--- config.mk ---
export PLATFORM = sky130hd
export DESIGN_NAME = mem_arbiter
export DESIGN_NICKNAME = d
export VERILOG_FILES = /design/src/rtl/mem_arbiter.sv
export SDC_FILE = /design/constraint.sdc
export NUM_CORES = 1
export LEC_CHECK = 0
export ABC_AREA = 1
export BUFFER_PORTS_ARGS = -buffer_cell sky130_fd_sc_hd__buf_2
export CORE_UTILIZATION = 41
export DETAILED_ROUTE_END_ITERATION = 16
export PLACE_DENSITY = 0.78
export SYNTH_ARGS = -nofsm -noshare
export SYNTH_HDL_FRONTEND = slang
export SYNTH_SLANG_ARGS = --single-unit
--- constraint.sdc ---
create_clock -name clk -period 1.83 [get_ports clk]
set_input_delay 0.549 -clock clk [delete_from_list [all_inputs] [get_ports clk]]
set_output_delay 0.549 -clock clk [all_outputs]
set_load 0.005 [all_outputs]
--- src/rtl/mem_arbiter.sv ---
// mem_arbiter
//   Shares one memory port between an instruction fetch requester and a
//   data load/store requester. Data normally wins a conflict. Once the
//   instruction side has lost STARVE_MAX conflicts in a row, it is granted
//   instead. Read data is captured one cycle after the grant.
//
// Ports
//   clk, rst_n        : clock and asynchronous active-low reset
//   i_req/i_addr      : instruction fetch request and word address
//   i_gnt             : fetch granted this cycle (combinational)
//   i_rvalid/i_rdata  : fetched word, valid one cycle after i_gnt
//   d_req/d_we/d_addr/d_wdata/d_type : data access request (d_we=1 store)
//   d_gnt             : data access granted this cycle (combinational)
//   d_rvalid/d_rdata  : load result or store acknowledge (d_rdata=0)
//   m_*               : shared memory port (combinational read, negedge write)
//   conflict_cnt      : saturating count of cycles with both requests high

module mem_arbiter #(
    parameter int unsigned STARVE_MAX = 4
) (
    input  logic        clk,
    input  logic        rst_n,
    input  logic        i_req,
    input  logic [13:0] i_addr,
    output logic        i_gnt,
    output logic        i_rvalid,
    output logic [31:0] i_rdata,
    input  logic        d_req,
    input  logic        d_we,
    input  logic [13:0] d_addr,
    input  logic [31:0] d_wdata,
    input  logic [2:0]  d_type,
    output logic        d_gnt,
    output logic        d_rvalid,
    output logic [31:0] d_rdata,
    output logic        m_is_store,
    output logic [13:0] m_addr,
    output logic [31:0] m_wdata,
    output logic [2:0]  m_type,
    input  logic [31:0] m_loaddata,
    output logic [15:0] conflict_cnt
);

    // Type code used for every instruction fetch and for the idle port
    localparam logic [2:0] LOAD_LW    = 3'b010;
    localparam logic [3:0] STARVE_LIM = 4'(STARVE_MAX);

    logic [3:0] starve_cnt;
    logic       force_i;

    assign force_i = (starve_cnt == STARVE_LIM);

    // Grant decision: data wins a conflict unless the fetch side is starved.
    // Both grants are held low during reset so nothing is started then.
    always_comb begin
        i_gnt = 1'b0;
        d_gnt = 1'b0;
        if (rst_n) begin
            i_gnt = i_req && (!d_req || force_i);
            d_gnt = d_req && !i_gnt;
        end
    end

    // Memory port steering; the port idles as a harmless word load of 0
    always_comb begin
        m_is_store = 1'b0;
        m_addr     = '0;
        m_wdata    = '0;
        m_type     = LOAD_LW;
        if (i_gnt) begin
            m_addr = i_addr;
        end else if (d_gnt) begin
            m_is_store = d_we;
            m_addr     = d_addr;
            m_wdata    = d_wdata;
            m_type     = d_type;
        end
    end

    // Starvation counter: counts consecutive lost fetch cycles, saturating
    always_ff @(posedge clk or negedge rst_n) begin
        if (!rst_n) begin
            starve_cnt <= '0;
        end else if (i_req && !i_gnt) begin
            if (starve_cnt != STARVE_LIM)
                starve_cnt <= starve_cnt + 4'd1;
        end else begin
            starve_cnt <= '0;
        end
    end

    // Conflict statistics, saturating at all-ones
    always_ff @(posedge clk or negedge rst_n) begin
        if (!rst_n) begin
            conflict_cnt <= '0;
        end else if (i_req && d_req && (conflict_cnt != 16'hFFFF)) begin
            conflict_cnt <= conflict_cnt + 16'd1;
        end
    end

    // Response capture at the edge closing the grant cycle. Read data holds
    // its last value between responses; a store returns zero.
    always_ff @(posedge clk or negedge rst_n) begin
        if (!rst_n) begin
            i_rvalid <= 1'b0;
            i_rdata  <= '0;
            d_rvalid <= 1'b0;
            d_rdata  <= '0;
        end else begin
            i_rvalid <= i_gnt;
            d_rvalid <= d_gnt;
            if (i_gnt)
                i_rdata <= m_loaddata;
            if (d_gnt)
                d_rdata <= d_we ? 32'd0 : m_loaddata;
        end
    end

endmodule

# ---- Word-level counts from Yosys, hierarchy flattened
# Index checks and enable logic that the tools add are counted.
dict set report word_totals {
  wordCells 34
  register_bits 86
  inputBits 100
  out_inout_bits 134
}
dict set report classes {
  addsub 2
  eq_ne 4
  n_mux 13
  n_reduce_logical 9
}
# cell n
set ops {}
lappend ops {{32-bit two-way mux} 3}
lappend ops {{14-bit two-way mux} 2}
lappend ops {{16-bit by 1-bit adder with 16-bit output (second input constant)} 1}
lappend ops {{16-bit inequality test (second input constant)} 1}
lappend ops {{4-bit two-way mux} 2}
lappend ops {{3-bit two-way mux} 2}
lappend ops {{1-bit logical AND} 5}
lappend ops {{4-bit by 1-bit adder with 4-bit output (second input constant)} 1}
lappend ops {{4-bit by 3-bit == test with 1-bit output (second input constant)} 1}
lappend ops {{1-bit two-way mux} 4}
lappend ops {{4-bit by 3-bit inequality test with 1-bit output (second input constant)} 1}
lappend ops {{1-bit zero test} 3}
lappend ops {{2-bit by 1-bit inequality test with 1-bit output (second input constant)} 1}
lappend ops {{1-bit logical OR} 1}

# ---- Logic depth before layout (Yosys ltp)
# Gate-level depths: netlist of the first run.
dict set report logic_depth {
  ltp_word 8
  depth_mapped 11
  ltp_nobuf 9
}

# ---- Worst setup path before layout of the first run
# OpenSTA, ideal clock, no wires.
dict set report synth_path {
  kind {reg2out}
  startpoint {register starve_cnt[0]}
  endpoint {output port m_type[1]}
  path_slack_ns -0.117
  required_ns 1.281
  n_path_buf 2
  t_arrival_ns 1.398
  path_stages_with_launch 10
  path_cell_list {dfrtp_1 inv_1 ha_1 nand3_2 nand2_2 nand2_1 nand3_2 buf_6 buf_6 or2_1}
}
dict set report synth_via {
  elab_chain_cells 8
  word_cells_on_any_way 9
  classes_between {eq/ne: 1; mux: 4; reduce/logical: 4}
}
# element line
set synth_rtl {}
lappend synth_rtl {{start, declared} 48} ;# logic [3:0] starve_cnt;
lappend synth_rtl {{start signal, assigned} 86} ;# starve_cnt <= starve_cnt + 4'd1;
lappend synth_rtl {{4-bit by 3-bit == test with 1-bit output *} 51} ;# assign force_i = (starve_cnt == STARVE_LIM);
lappend synth_rtl {{1-bit logical OR *} 59} ;# i_gnt = i_req && (!d_req || force_i);
lappend synth_rtl {{1-bit logical AND *} 59}
lappend synth_rtl {{1-bit zero test} 60} ;# d_gnt = d_req && !i_gnt;
lappend synth_rtl {{1-bit logical AND} 60}
lappend synth_rtl {{1-bit two-way mux} 58} ;# if (rst_n) begin
lappend synth_rtl {{3-bit two-way mux} 72} ;# end else if (d_gnt) begin
lappend synth_rtl {{3-bit two-way mux *} 70} ;# if (i_gnt) begin
lappend synth_rtl {{end, declared} 39} ;# output logic [2:0] m_type,
# Mark *: on every way between the ends. The rest lies on a longest branch, timed or not.

# ---- Worst setup path after layout of the first run
dict set report layout_path {
  startpoint {register starve_cnt[0]}
  endpoint {output port m_wdata[19]}
}
dict set report layout_via {
  elab_chain_cells 8
  word_cells_on_any_way 9
  classes_between {eq/ne: 1; mux: 4; reduce/logical: 4}
}
# element line
set layout_rtl {}
lappend layout_rtl {{4-bit by 3-bit == test with 1-bit output *} 51}
lappend layout_rtl {{1-bit logical OR *} 59}
lappend layout_rtl {{1-bit logical AND *} 59}
lappend layout_rtl {{1-bit zero test} 60}
lappend layout_rtl {{1-bit logical AND} 60}
lappend layout_rtl {{1-bit two-way mux} 58}
lappend layout_rtl {{32-bit two-way mux} 72}
lappend layout_rtl {{32-bit two-way mux *} 70}
lappend layout_rtl {{end, declared} 38} ;# output logic [31:0] m_wdata,
# Marks and branches as above.

==> impl_metrics.csv, run 1 <==
group,metric,value,unit
yosys,syn-num-nets,669,
worst_hold_path,hold_class,"primary input to async pin",
yosys,synthArstFlopShare,100.0,%
routing,drc_errors,0,
yosys,netlist_area,4249,um^2
clock_tree,worstSkewPairLatency,0.36,ns
critical_path,r2r-end,"d_rdata[22]$_DFFE_PN0P_",
clock_tree,cts_buffer_depth,2,
timing,setup_viol,52,
yosys,synthTopCellsByCount,"nand2_1, dfrtp_1, nor2_1, inv_1, o21ai_0",
yosys,synth_most_common_cell,"nand2_1",
clock_tree,hold_buffers,0,
critical_path,crit_path_start,"starve_cnt[0]$_DFFE_PN0P_",
global_routing,grt_pass1_wl,20210,um
layout,nFillCells,847,
routing,drtIter0Drc,293,
routing,vias_per_cell,4.591,
critical_path,rrSetupSlack,0.09,ns
critical_path,endpoint_kind,"output pin",
clock_tree,cts_tree,"built",
critical_path,reg2reg_depth,12,
layout,seqCellArea,2152,um^2
floorplanning,die_h,103.8,um
clock_tree,cts_max_level,3,
timing,fin_crit,2.328,ns
run,cap_violations,0,
floorplanning,start_util,42.88,%
clock_tree,clock_sinks,86,
timing,hold_viol,0,
yosys,synth.area.top_cells,"dfrtp_1, nand2_1, nor2_1, inv_1, o21ai_0",
critical_path,crit_end,"m_wdata[19]",
layout,multi_input_area,1963,um^2
critical_path,critPathMaxFanout,6,
place,numPortBuffers,233,
clock_tree,cts-root-buf,"clkbuf_8",
clock_tree,cts_buffers,9,
critical_path,cp-start-kind,"flop",
layout,diodes,0,
routing,routed_wl,13250,um
outcome,violations,"setup timing",
routing,avgRoutedWirePerCell,13.64,um
yosys,yosysTopAreaCell,"dfrtp_1",
yosys,synthCells,566,
floorplanning,rows,36,
floorplanning,die_area,10770,um^2
global_routing,antenna_found_initial,0,
place,placed_area,5679,um^2
timing,hold_slack,0.3787,ns
routing,dr.pass1.iters,4,
routing,met1Wirelength,5235,um
pwr,p_leak,3.699,nW
pwr,fin_total_pwr,5.150,mW
timing,maxSlewViolCount,0,
routing,dr_wl_met2,7080,um
critical_path,cp.arrival,1.78,ns
routing,top_layer,"met4",
timing,setup-tns-final,-23.11,ns
floorplanning,die_w,103.8,um
routing,vias,4458,
global_routing,grt_max_degree,46,
yosys,synthFlopType,"dfrtp_1",
routing,wl_met3,706,um
yosys,ys_seq_area_share,50.65,%
floorplanning,ios,234,
place,place.gp.congestion,0.8165,
place,dp_hpwl,9199,um
critical_path,crit_required,1.28,ns
clock_tree,cts.clk_slew.worst_paths,0.10,ns
layout,drive_above_1_share,42.24,%
timing,finalCritPeriodShare,127.2,%
outcome,status,"complete, but fails checks",
yosys,yosysTopAreaCellShare,50.65,%
critical_path,rr_startpoint,"starve_cnt[0]$_DFFE_PN0P_",
pwr,cellPowerDensity,807.0,nW/um^2
global_routing,grt_overflow,0,
timing,rsz0062_at_grt,"yes",
yosys,synth_cell_types,25,
yosys,synth_edf_count,0,
layout,syn_to_final_growth,50.18,%
routing,drtAntennaViolNets,0,
floorplanning,coreArea,9910,um^2
global_routing,grt_pass1_vias,3988,
timing,timing.fmax,0.4296,GHz
timing,relSlewSlack,62.13,%
yosys,synth_area_per_cell,7.507,um^2
yosys,ys_ff_latch,86,
critical_path,critPathKind,"flop to output pin",
layout,finish.instance_area,6381,um^2
global_routing,grt_usage,23.96,%
timing,worst_pin_slew,0.5681,ns
pwr,vdd_drop_max,0.4151,mV
layout,fin_nets,936,
timing,layout_setup_ws,-0.4980,ns
timing,clock_skew,0.01309,ns
yosys,yosys_warnings,0,
[power by group]
| part | switching [mW] | internal [mW] |
|---|---|---|
| Clock | 0.711 | 0.681 |
| Sequential | 0.222 | 2.19 |
| Combinational | 0.699 | 0.647 |
[how the worst min path moves through the flow]
| stage | start | end | slack, ns | depth (start not counted) |
|---|---|---|---|---|
| finish | rst_n | i_rdata[27]$_DFFE_PN0P_ | 0.38 | 2 |
| detailed placement | i_rdata[21]$_DFFE_PN0P_ | i_rdata[21]$_DFFE_PN0P_ | 0.46 | 2 |
| CTS | rst_n | i_rdata[27]$_DFFE_PN0P_ | 0.38 | 2 |
| floorplan | rst_n | conflict_cnt[0]$_DFFE_PN0P_ | 0.25 | 0 |
| global route | m_loaddata[20] | i_rdata[20]$_DFFE_PN0P_ | 0.39 | 3 |
| global placement | i_rdata[21]$_DFFE_PN0P_ | i_rdata[21]$_DFFE_PN0P_ | 0.46 | 2 |
[area by class of cell]
class / count / share of cell area [%]
multi-input combinational: 401 / 30.76
timing repair inverter: 1 / 0.1373
tap: 133 / 2.608
timing repair buffer: 279 / 26.14
clock buffer: 10 / 2.157
inverter: 55 / 3.392
sequential: 86 / 33.73
clock inverter: 6 / 1.078
[stage by stage]
step	cells	worst slack (ns)	util [%]
after CTS	966	-0.4789	61.87
after floorplan	566	-0.09242	-
after global routing	971	-0.5913	64.39
after detailed placement	936	-0.2022	57.31
after global placement	936	-0.1527	57.31
final	971	-0.4980	64.39
[logic make-up after synthesis]
group,synth area share [%]
xor+xnor,1.649
buf+inv,8.864
compound gates,5.978
simple gates,31.98
flops,50.65
fa+ha+maj,0.8835
[state kept, by name, indices dropped and copies added, names as in the netlist]
register / count
conflict_cnt: 16
i_rdata: 32
i_rvalid: 1
starve_cnt: 4
d_rdata: 32
d_rvalid: 1
[worst max-delay path, cell delays in order (launching register included)]
cell and delay [ns]:
dfrtp_1 0.37, inv_2 0.06, ha_4 0.16, nand3_4 0.06, nand2_4 0.06, nand2_4 0.09
buf_12 0.11, nand3_4 0.11, clkbuf_16 0.19, nor2_1 0.09, buf_2 0.12
[metal layers]
metal	vias up	global-route usage (%)
met5	-	0
met4	0	6.633
met3	18	4.972
met2	154	43.95
met1	2035	28.11
li1	2251	-
[repair_timing]
action | in CTS | in global routing
setup endpoints to repair | 52 | 62
buffers inserted | 10 | 5
pin swaps | 4 | 4
gates cloned | 4 | 1
gates resized for setup | 25 | 58
[placed cells by master, fill, tap and decap left out, drive strengths merged]
| cell | count |
|---|---|
| a21oi | 2 |
| buf | 278 |
| bufinv | 1 |
| clkbuf | 11 |
| clkinv | 3 |
| dfrtp | 86 |
| ha | 3 |
| inv | 58 |
| nand2 | 265 |
| nand3 | 15 |
| nand4 | 5 |
| nor2 | 55 |
| nor3 | 2 |
| o21ai | 45 |
| or2 | 1 |
| xnor2 | 5 |
| xor2 | 3 |
Note: power is estimated with default switching activity, not from simulation.
==> run 2, diff against run 1 <==
--- a/config.mk
+++ b/config.mk
@@ -7,6 +7,7 @@
 export LEC_CHECK = 0
 export ABC_AREA = 1
 export BUFFER_PORTS_ARGS = -buffer_cell sky130_fd_sc_hd__buf_2
+export CORE_MARGIN = 3
 export CORE_UTILIZATION = 41
 export DETAILED_ROUTE_END_ITERATION = 16
 export PLACE_DENSITY = 0.78
==> impl_metrics.csv, run 2 (synthesis results as in run 1) <==
group,metric,value,unit
timing,maxSlewViolCount,0,
clock_tree,cts.clk_slew.worst_paths,0.10,ns
timing,relSlewSlack,52.68,%
clock_tree,worstSkewPairLatency,0.35,ns
layout,diodes,0,
timing,finalCritPeriodShare,126.8,%
place,place.gp.congestion,0.8319,
routing,avgRoutedWirePerCell,13.71,um
layout,drive_above_1_share,40.93,%
clock_tree,cts-root-buf,"clkbuf_8",
layout,fin_nets,936,
layout,fin_util,63.90,%
routing,drc_errors,0,
routing,routed_wl,13310,um
pwr,p_leak,3.692,nW
routing,drtIter0Drc,280,
layout,syn_to_final_growth,49.03,%
global_routing,antenna_found_initial,0,
critical_path,critPathKind,"flop to output pin",
critical_path,endpoint_kind,"output pin",
worst_hold_path,hold_class,"primary input to async pin",
timing,layout_setup_ws,-0.4904,ns
place,dp_hpwl,9377,um
floorplanning,rows,36,
timing,clock_skew,0.01700,ns
outcome,violations,"setup timing",
clock_tree,hold_buffers,0,
critical_path,rr_startpoint,"starve_cnt[0]$_DFFE_PN0P_",
layout,layout_commonest_cell,"nand2_1",
layout,reg.largest.list,"d_rdata x32, i_rdata x32, conflict_cnt x16",
run,cap_violations,0,
outcome,status,"complete, but fails checks",
critical_path,r2r-end,"starve_cnt[0]$_DFFE_PN0P_",
layout,nFillCells,876,
clock_tree,cts_max_level,3,
critical_path,rrSetupSlack,-0.39,ns
routing,dr.pass1.iters,4,
critical_path,crit_required,1.28,ns
critical_path,cp-start-kind,"flop",
routing,vias_per_cell,4.584,
critical_path,reg2reg_depth,16,
floorplanning,ios,234,
global_routing,grt_max_degree,57,
global_routing,grt_pass1_vias,3935,
pwr,vdd_drop_max,0.4803,mV
layout,final_cell_mix,"nand2_1, buf_2, dfrtp_1",
place,numPortBuffers,233,
timing,timing.fmax,0.4310,GHz
floorplanning,die_w,107.8,um
timing,setup-tns-final,-23.67,ns
clock_tree,cts_buffers,9,
pwr,cellPowerDensity,808.6,nW/um^2
floorplanning,die_h,107.8,um
global_routing,grt_usage,21.38,%
floorplanning,coreArea,9910,um^2
timing,setup_viol,56,
timing,fin_crit,2.320,ns
timing,worst_pin_slew,0.7098,ns
timing,hold_viol,0,
timing,rsz0062_at_grt,"yes",
clock_tree,clock_sinks,86,
critical_path,critPathMaxFanout,6,
routing,vias,4451,
global_routing,grt_overflow,0,
critical_path,cp.arrival,1.77,ns
global_routing,grt_pass1_wl,19670,um
floorplanning,die_area,11620,um^2
clock_tree,cts_buffer_depth,2,
clock_tree,cts_tree,"built",
routing,drtAntennaViolNets,0,
floorplanning,start_util,42.88,%
## run 2: cell types whose count changed in the layout (fill, tap and decap cells not counted), moves of 3 or more
cell,delta
nor2_4,-5
nand2_2,-3
nor2_2,-5
nand2_1,+5
o21ai_0,-13
nor2_1,+10
buf_6,+4
o21ai_1,+13
## run 2: worst max-delay path, stage by stage, from the launching register on
cell	delay [ns]
dfrtp_1	0.38
inv_2	0.05
ha_4	0.15
nand3_2	0.07
nand2_2	0.07
nand2_2	0.08
nand3_4	0.11
buf_8	0.17
clkbuf_16	0.16
nor2_1	0.09
buf_2	0.12
## run 2: worst max-delay path by stage
stage	startpoint	end	slack (ns)
finish	starve_cnt[1]$_DFFE_PN0P_	m_wdata[11]	-0.49
floorplan	starve_cnt[0]$_DFFE_PN0P_	m_type[1]	-0.09
detailed placement	d_req	m_addr[6]	-0.14
global route	starve_cnt[0]$_DFFE_PN0P_	m_wdata[11]	-0.60
global placement	d_req	m_addr[8]	-0.08
CTS	starve_cnt[0]$_DFFE_PN0P_	m_type[1]	-0.47
## run 2: stage by stage
step	cell area, um^2	setup slack, ns	cells	hold WS, ns	power [mW]
5_1_grt	6332	-0.5988	971	0.3027	5.424
2_1_floorplan	4252	-0.09242	566	0.2534	2.956
3_3_place_gp	5664	-0.07977	934	0.4576	3.601
3_5_place_dp	5664	-0.1353	934	0.4599	3.638
4_1_cts	6210	-0.4699	969	0.2882	5.116
6_report	6332	-0.4904	971	0.2781	5.121
## run 2: per-layer routing
| layer | routed length [um] | global-route usage, % | vias up |
|---|---|---|---|
| li1 | - | - | 2256 |
| met1 | 5755 | 28.47 | 2028 |
| met2 | 6656 | 35.88 | 151 |
| met3 | 671 | 3.959 | 16 |
| met4 | 229 | 5.500 | 0 |
| met5 | 0 | 0 | - |
## run 2: final cells by class
type	count	area, um^2	area share (%)
Tap cell	133	166.4	2.628
Clock buffer	9	123.9	1.956
Multi-Input combinational cell	400	1876	29.62
Timing Repair Buffer	281	1710	27.01
Sequential cell	86	2152	33.99
Clock inverter	7	85.08	1.344
Inverter	55	219.0	3.458
## run 2: repair_timing
item,4_1_cts,5_1_grt
setup buffers,15,2
cloned,4,2
endpoints found under the setup margin,52,73
resized for setup,40,45
hold endpoints to repair,0,0
pin swaps,4,2
## run 2: power by group
part	total [mW]	leakage [nW]	switching [mW]	internal [mW]
combinational	1.35	2.48	0.691	0.658
sequential	2.40	1.11	0.214	2.19
clock	1.37	0.103	0.717	0.650
total	5.12	3.69	1.62	3.50
==> run 3, diff against run 2 <==
--- a/config.mk
+++ b/config.mk
@@ -7,9 +7,11 @@
 export LEC_CHECK = 0
 export ABC_AREA = 1
 export BUFFER_PORTS_ARGS = -buffer_cell sky130_fd_sc_hd__buf_2
+export CORE_ASPECT_RATIO = 0.7
 export CORE_MARGIN = 3
 export CORE_UTILIZATION = 41
 export DETAILED_ROUTE_END_ITERATION = 16
+export GPL_TIMING_DRIVEN = 0
 export PLACE_DENSITY = 0.78
 export SYNTH_ARGS = -nofsm -noshare
 export SYNTH_HDL_FRONTEND = slang
==> impl_metrics.csv, run 3 (synthesis results as in run 1) <==
group,metric,value,unit
place,placed_area,5608,um^2
run,cap_violations,0,
floorplanning,rows,30,
layout,layout_commonest_cell,"nand2_1",
timing,clock_skew,0.005312,ns
pwr,vdd_drop_max,0.5219,mV
timing,relSlewSlack,61.45,%
pwr,p_sw_share,31.00,%
routing,drc_errors,0,
timing,maxSlewViolCount,0,
pwr,pwr-share-comb,23.5,%
place,dp_slack,-0.8076,ns
clock_tree,cts_tree,"built",
floorplanning,die_area,11640,um^2
place,dp_hpwl,9980,um
pwr,switchingPower,1.706,mW
floorplanning,ios,234,
global_routing,grt_pass1_vias,4030,
pwr,cell_internal_pwr,3.797,mW
timing,timing.fmax,0.4235,GHz
worst_hold_path,hold_class,"primary input to async pin",
clock_tree,cts_max_level,3,
pwr,pwr-share-seq,43.9,%
outcome,status,"complete, but fails checks",
clock_tree,cts.clk_slew.worst_paths,0.07,ns
floorplanning,coreArea,9910,um^2
clock_tree,worstSkewPairLatency,0.34,ns
critical_path,cp-start-kind,"flop",
critical_path,cp.arrival,1.81,ns
pwr,p_leak,3.732,nW
routing,drtAntennaViolNets,0,
floorplanning,die_h,91.18,um
routing,vias,4485,
layout,drive_above_1_share,39.21,%
critical_path,crit_required,1.28,ns
global_routing,grt_pass1_wl,21150,um
routing,vias_per_cell,4.657,
floorplanning,die_w,127.7,um
clock_tree,hold_buffers,0,
timing,layout_setup_ws,-0.5310,ns
timing,finalCritPeriodShare,129.0,%
critical_path,critPathKind,"flop to output pin",
layout,fin_nets,932,
global_routing,grt_max_degree,31,
timing,fin_crit,2.361,ns
layout,syn_to_final_growth,48.12,%
layout,finish.instance_area,6294,um^2
global_routing,grt_overflow,0,
outcome,violations,"setup timing",
timing,worst_pin_slew,0.5782,ns
layout,final_cell_mix,"nand2_1, buf_2, dfrtp_1",
routing,routed_wl,13560,um
place,place.gp.congestion,0.8902,
pwr,cellPowerDensity,874.4,nW/um^2
floorplanning,start_util,42.88,%
clock_tree,cts-root-buf,"clkbuf_16",
timing,rsz0062_at_grt,"yes",
clock_tree,cts_buffers,9,
global_routing,antenna_found_initial,1,
clock_tree,clock_sinks,86,
place,numPortBuffers,233,
critical_path,rrSetupSlack,0.11,ns
layout,reg.largest.list,"d_rdata x32, i_rdata x32, conflict_cnt x16",
critical_path,endpoint_kind,"output pin",
routing,drtIter0Drc,281,
clock_tree,cts_buffer_depth,2,
routing,dr.pass1.iters,5,
timing,hold_viol,0,
global_routing,grt_usage,22.96,%
routing,avgRoutedWirePerCell,14.08,um
timing,setup_viol,52,
pwr,power.share.clock,32.6,%
critical_path,critPathMaxFanout,8,
[run 3: cell types whose count changed in the layout (fill, tap and decap cells not counted), moves of 12 or more]
cell     before  now
nor2_4       14    1
nor2_1       31   50
nand2_1     262  244
o21ai_1      25    8
buf_4        33   21
o21ai_0      15   32
[run 3: cell type report]
class                           count  area [um^2]
Buffer                             25        214.0
Timing Repair Buffer              252         1405
Inverter                           55        216.5
Sequential cell                    86         2152
Clock inverter                      6        53.80
Antenna cell                        1        2.502
Fill cell                         875         3616
Clock buffer                       10        239.0
Tap cell                          128        160.2
Multi-Input combinational cell    400         1851
[run 3: critical path, stage by stage (launching register included)]
cell	delay [ns]
dfrtp_1	0.39
inv_2	0.09
ha_4	0.14
nand3_4	0.08
nand2_4	0.11
nand2_4	0.05
nand3_4	0.07
buf_12	0.15
inv_8	0.04
buf_8	0.13
nand2_2	0.05
nand2_1	0.04
buf_2	0.12
[run 3: final timing paths]
kind	start	endpoint	cells past startpoint
max	starve_cnt[0]$_DFFE_PN0P_	m_addr[12]	12
min	rst_n	d_rdata[8]$_DFFE_PN0P_	1
max reg2reg	starve_cnt[0]$_DFFE_PN0P_	i_rdata[7]$_DFFE_PN0P_	9
min reg2reg	i_rdata[23]$_DFFE_PN0P_	i_rdata[23]$_DFFE_PN0P_	2
max in group asynchronous	rst_n	conflict_cnt[12]$_DFFE_PN0P_	2
min in group clk	m_loaddata[4]	i_rdata[4]$_DFFE_PN0P_	3
[run 3: metrics by stage]
stage	setup TNS, ns	total power [mW]	cells	utilization [%]	hold WS, ns
final	-25.42	5.503	963	63.51	0.05296
after global placement	-222.47	3.586	927	56.29	0.4589
after floorplan	-1.909	2.956	566	-	0.2534
after global routing	-30.41	5.834	963	63.51	0.05270
after detailed placement	-51.98	3.626	928	56.59	0.4603
after CTS	-24.67	5.526	958	62.56	0.05100
[run 3: timing repair]
item                                   CTS  global route
cloned                                   3             0
endpoints found under the hold margin    0             0
setup endpoints to repair               52            52
pin swaps                                4             2
gates resized for setup                 44            17
setup buffers                           11             5
[run 3: routing by layer]
layer / GRT usage (%) / vias up / part of all wire (%)
li1: - / 2248 / -
met1: 33.81 / 2057 / 46
met2: 34.89 / 171 / 46
met3: 4.586 / 9 / 6.8
met4: 5.389 / 0 / 0.91
met5: 0 / - / 0
[run 3: power by group through the flow]
stage | combinational [mW] | sequential, mW | clock [mW]
2_1_floorplan | 0.508 | 2.45 | 0
3_5_place_dp | 1.18 | 2.45 | 0
3_3_place_gp | 1.15 | 2.44 | 0
5_1_grt | 1.45 | 2.46 | 1.92
4_1_cts | 1.28 | 2.41 | 1.83
6_report | 1.29 | 2.42 | 1.79
